$ cat src/rtl/checker_pkg.sv
// checker_pkg: arbiter state encoding, checker verdict codes and message framing characters
package checker_pkg;
    typedef enum logic [2:0] {
        IDLE    = 3'd0,
        STREAM  = 3'd1,
        DRAIN   = 3'd2,
        CAPTURE = 3'd3,
        ABORT   = 3'd4
    } state_t;
    localparam logic [1:0] FMT_NONE   = 2'd0;
    localparam logic [1:0] FMT_REG    = 2'd1;
    localparam logic [1:0] FMT_MEM    = 2'd2;
    localparam logic [7:0] CH_START   = 8'h5e;
    localparam logic [7:0] CH_END     = 8'h23;
    localparam logic [7:0] CH_NEUTRAL = 8'h00;
endpackage

$ cat src/rtl/rr_pick.sv
// rr_pick: combinational round-robin picker; req (request bits), ptr (last owner) -> valid, index of first request after ptr, wrapping
module rr_pick #(
    parameter int NREQ = 2
) (
    input  logic [NREQ-1:0]         req,
    input  logic [$clog2(NREQ)-1:0] ptr,
    output logic                    valid,
    output logic [$clog2(NREQ)-1:0] index
);
    localparam int IW = $clog2(NREQ);
    logic hi_hit, lo_hit;
    logic [IW-1:0] hi_idx, lo_idx;
    always_comb begin
        hi_hit = 1'b0;
        lo_hit = 1'b0;
        hi_idx = '0;
        lo_idx = '0;
        for (int i = NREQ - 1; i >= 0; i--) begin
            if (req[i] && i > int'(ptr)) begin
                hi_hit = 1'b1;
                hi_idx = IW'(i);
            end
            if (req[i] && i <= int'(ptr)) begin
                lo_hit = 1'b1;
                lo_idx = IW'(i);
            end
        end
        valid = hi_hit | lo_hit;
        index = hi_hit ? hi_idx : lo_idx;
    end
endmodule

$ cat src/rtl/checker_stream_arbiter.sv
// checker_stream_arbiter: serialises whole requester messages onto one cpu_checker; clk/reset, req_valid/req_char/req_ready lanes, chk_char/chk_format_type checker side, res_valid/res_type/res_abort verdicts, busy/grant_id status
module checker_stream_arbiter
    import checker_pkg::*;
#(
    parameter int NREQ    = 2,
    parameter int MAX_LEN = 64
) (
    input  logic                    clk,
    input  logic                    reset,
    input  logic [NREQ-1:0]         req_valid,
    input  logic [8*NREQ-1:0]       req_char,
    output logic [NREQ-1:0]         req_ready,
    output logic [NREQ-1:0]         res_valid,
    output logic [1:0]              res_type,
    output logic                    res_abort,
    output logic [7:0]              chk_char,
    input  logic [1:0]              chk_format_type,
    output logic                    busy,
    output logic [$clog2(NREQ)-1:0] grant_id
);
    localparam int IW = $clog2(NREQ);
    localparam int LW = $clog2(MAX_LEN + 1);
    state_t state;
    logic [IW-1:0] rr_ptr, pick_idx;
    logic pick_valid, cur_valid;
    logic [LW-1:0] len_cnt, len_nxt;
    logic [NREQ-1:0] grant_oh;
    logic [7:0] cur_char;
    rr_pick #(.NREQ(NREQ)) u_pick (
        .req   (req_valid),
        .ptr   (rr_ptr),
        .valid (pick_valid),
        .index (pick_idx)
    );
    assign grant_oh  = NREQ'(1) << grant_id;
    assign cur_char  = req_char[8*grant_id +: 8];
    assign cur_valid = req_valid[grant_id];
    assign len_nxt   = len_cnt + LW'(1);
    assign req_ready = (state == STREAM) ? grant_oh : '0;
    assign busy      = state != IDLE;
    always_ff @(posedge clk) begin
        if (!reset) begin
            state     <= IDLE;
            rr_ptr    <= IW'(NREQ - 1);
            grant_id  <= '0;
            len_cnt   <= '0;
            chk_char  <= CH_NEUTRAL;
            res_valid <= '0;
            res_type  <= FMT_NONE;
            res_abort <= 1'b0;
        end else begin
            res_valid <= '0;
            chk_char  <= CH_NEUTRAL;
            unique case (state)
                IDLE: if (pick_valid) begin
                    grant_id <= pick_idx;
                    rr_ptr   <= pick_idx;
                    len_cnt  <= '0;
                    state    <= STREAM;
                end
                STREAM: if (cur_valid) begin
                    chk_char <= cur_char;
                    len_cnt  <= len_nxt;
                    state    <= (cur_char == CH_END) ? DRAIN : (len_nxt == LW'(MAX_LEN)) ? ABORT : STREAM;
                end else begin
                    state <= ABORT;
                end
                DRAIN: state <= CAPTURE;
                CAPTURE: begin
                    res_valid <= grant_oh;
                    res_type  <= chk_format_type;
                    res_abort <= 1'b0;
                    state     <= IDLE;
                end
                ABORT: begin
                    res_valid <= grant_oh;
                    res_type  <= FMT_NONE;
                    res_abort <= 1'b1;
                    state     <= IDLE;
                end
                default: state <= IDLE;
            endcase
        end
    end
endmodule

$ cat config.mk
export PLATFORM = sky130hd
export DESIGN_NAME = checker_stream_arbiter
export DESIGN_NICKNAME = d
export VERILOG_FILES = /design/src/rtl/checker_pkg.sv /design/src/rtl/rr_pick.sv /design/src/rtl/checker_stream_arbiter.sv
export SDC_FILE = /design/constraint.sdc
export NUM_CORES = 1
export LEC_CHECK = 0
export CAP_MARGIN = 25
export CELL_PAD_IN_SITES_DETAIL_PLACEMENT = 0
export CELL_PAD_IN_SITES_GLOBAL_PLACEMENT = 1
export CORE_ASPECT_RATIO = 1.2
export CORE_UTILIZATION = 36
export CTS_CLUSTER_SIZE = 24
export DETAILED_ROUTE_END_ITERATION = 7
export GPL_TIMING_DRIVEN = 1
export HOLD_SLACK_MARGIN = 0.05
export PLACE_DENSITY_LB_ADDON = 0.12
export SYNTH_ARGS = -nofsm -noshare
export SYNTH_HDL_FRONTEND = slang
export SYNTH_SLANG_ARGS = --single-unit
$ cat constraint.sdc
create_clock -name clk -period 2.65 [get_ports clk]
set_input_delay 0.53 -clock clk [delete_from_list [all_inputs] [get_ports clk]]
set_output_delay 0.53 -clock clk [all_outputs]
set_load 0.05 [all_outputs]
==> impl_metrics.env <==
export IMPL_min_period_ps=2409
export IMPL_leakagePower_nw=0.6150
export IMPL_most_common_layout_cells="36 x clkdlybuf4s50_1, 25 x dfxtp_1, 21 x nor2_1"
export IMPL_avgSynthCellArea_sq_um=8.383
export IMPL_syn_num_nets=173
export IMPL_grt_total_usage=0.1816
export IMPL_final_common_cell="clkdlybuf4s50_1"
export IMPL_finalSetupViolCount=0
export IMPL_cts_path_max_buffers=2
export IMPL_relSlewSlack=0.6177
export IMPL_final_nets=210
export IMPL_cts_tree="built"
export IMPL_cts_buffers=3
export IMPL_powerDensity_mw_per_mm2=466.5
export IMPL_post_route_util=0.5082
export IMPL_ctsHoldBuffers=0
export IMPL_die_x_um=55.95
export IMPL_finalHoldViolCount=0
export IMPL_hold_path_class="reg2reg"
export IMPL_synth_top_cell_area_share=0.3980
export IMPL_antenna_cells=0
export IMPL_cts_resized=0
export IMPL_ys_warn_count=0
export IMPL_clkTransAtPathRegs_ps=80
export IMPL_place_hpwl_um=2363
export IMPL_crit_type="reg2out"
export IMPL_die_y_um=66.74
export IMPL_clock_sinks=25
export IMPL_drive_gt1_frac=0.05376
export IMPL_grt_max_degree=19
export IMPL_synth_cells=150
export IMPL_ys_top_cells_by_area="dfxtp_1 40%, mux2i_1 7.2%, nor2_1 6.3%"
export IMPL_rows=23
export IMPL_syn2layout_area_growth_pct=34.93
export IMPL_port_buffers=38
export IMPL_yosysSeqAreaShare=0.3980
export IMPL_grt_setup_unrepaired="false"
export IMPL_finalCritPeriodShare=0.9092
export IMPL_antenna_found_initial=0
export IMPL_tightest_slew_ps=569.7
export IMPL_dpl_instance_area_sq_mm=0.001652
export IMPL_run_status="completed"
export IMPL_netlist_area_sq_mm=0.001257
export IMPL_fin_skew_ps=3.640
export IMPL_start_util=0.3767
export IMPL_grt_pass1_wl_um=5237
export IMPL_clkLatencyLatePin_ps=270
export IMPL_cts_root_buffer="clkbuf_8"
export IMPL_endpoint_kind="output port"
export IMPL_place_gp_congestion=0.8240
export IMPL_crit_fanout=13
export IMPL_ys_types=40
export IMPL_yosysTopAreaCell="dfxtp_1"
export IMPL_drt_wl_total_um=3167
export IMPL_route_detailed_drc=0
export IMPL_vias_per_cell=5.493
export IMPL_tns_ps=0
export IMPL_htree_num_levels=1
export IMPL_postLayoutCellArea_sq_mm=0.001697
export IMPL_crit_required_ps=2120
export IMPL_num_vias=1225
export IMPL_routedWlPerCell_um=14.20
export IMPL_drtAntennaViolNets=0
export IMPL_gr_total_overflow=0
export IMPL_ys_flop_type="dfxtp_1"
export IMPL_first_pass_iters=4
export IMPL_critPathArrivalTime_ps=1880
export IMPL_drtIter0Drc=47
export IMPL_async_reset_ff_frac=0
export IMPL_core_sq_mm=0.003338
export IMPL_clock_fmax_mhz=415.0
export IMPL_drv_cap=0
export IMPL_post_cts_buffers=0
export IMPL_synth_edf_count=0
export IMPL_die_area_sq_mm=0.003734
export IMPL_ios=39
export IMPL_finalMaxSlewViolations=0
export IMPL_ys_seq_elements=25
export IMPL_cp_start_kind="register"
export IMPL_ir_drop_mv=0.3142
export IMPL_grt_pass1_vias=1146
-- critical path, stage by stage (launching register included) --
cell and delay [ps]:
dfxtp_1 440, nor3_1 410, inv_1 70, clkdlybuf4s50_1 700
-- routing by layer --
| layer | track usage | vias to the layer above | share of wire |
|---|---|---|---|
| li1 | - | 618 | - |
| met1 | 0.2102 | 567 | 0.45 |
| met3 | 0.02718 | 7 | 0.035 |
| met5 | 0 | - | 0 |
| met4 | 0.08841 | 0 | 0.023 |
| met2 | 0.3283 | 33 | 0.50 |
-- synthesized netlist by cell type, types with 2 or more instances --
library cell	instances
a211oi_1	4
a21oi_1	12
a31oi_1	2
and2_1	4
clkbuf_1	4
dfxtp_1	25
inv_1	3
mux2i_1	9
nand2_1	12
nand3_1	5
nand3b_1	2
nor2_1	21
nor3_1	5
nor4b_1	3
nor4bb_1	2
o21ai_0	8
o31ai_1	4
or3_1	3
-- flip-flops by register name, summed over array words and instances (netlist names) --
name / cells
chk_char: 8
rr_ptr: 1
grant_id: 1
res_type: 2
state: 3
len_cnt: 7
res_abort: 1
res_valid: 2
-- per-stage QoR --
stage,hold WS (ps),power [W],setup WS (ps),std cells
4_1_cts,475.1,0.0008017,237.6,223
3_3_place_gp,458.4,0.0005722,568.7,219
2_1_floorplan,456.7,0.0005076,450.6,150
5_1_grt,485.6,0.0008370,143.2,223
3_5_place_dp,460.3,0.0005746,541.7,219
6_report,472.7,0.0007914,240.6,223
-- worst paths after layout --
check	from	endpoint	slack [ps]	cells past startpoint
min	res_abort$_SDFFE_PN0P_	res_abort$_SDFFE_PN0P_	470	2
max	state[2]$_SDFFE_PN0P_	busy	240	3
min reg2reg	res_abort$_SDFFE_PN0P_	res_abort$_SDFFE_PN0P_	470	2
max reg2reg	state[0]$_SDFFE_PN0P_	chk_char[4]$_SDFF_PN0_	820	4
-- logic make-up (layout without fill, tap and decap cells) --
group / after synthesis / in the layout / share of synthesized area
buffers and inverters: 10 / 46 / 0.03680
AND/OR/NAND/NOR: 67 / 67 / 0.2896
adder cells (fa/ha/maj): 1 / 1 / 0.009949
multiplexers: 10 / 10 / 0.08060
AO/OA/AOI/OAI: 37 / 37 / 0.1851
flip-flops: 25 / 25 / 0.3980
-- report_power, final --
group,internal [W],switching [W],total (W)
logic,0.0000738,0.0000950,0.000169
registers,0.000386,0.0000104,0.000396
clock network,0.000108,0.000119,0.000227
-- final cells by class --
| cell class | instances | area [sq um] |
|---|---|---|
| inverters | 3 | 11.26 |
| clock buffers | 4 | 45.04 |
| multi-input cells | 115 | 710.7 |
| fillers | 327 | 1642 |
| well taps | 37 | 46.29 |
| flip-flops and latches | 25 | 500.5 |
| repair buffers | 39 | 382.9 |
No activity file was read; power rests on OpenSTA's default activity.
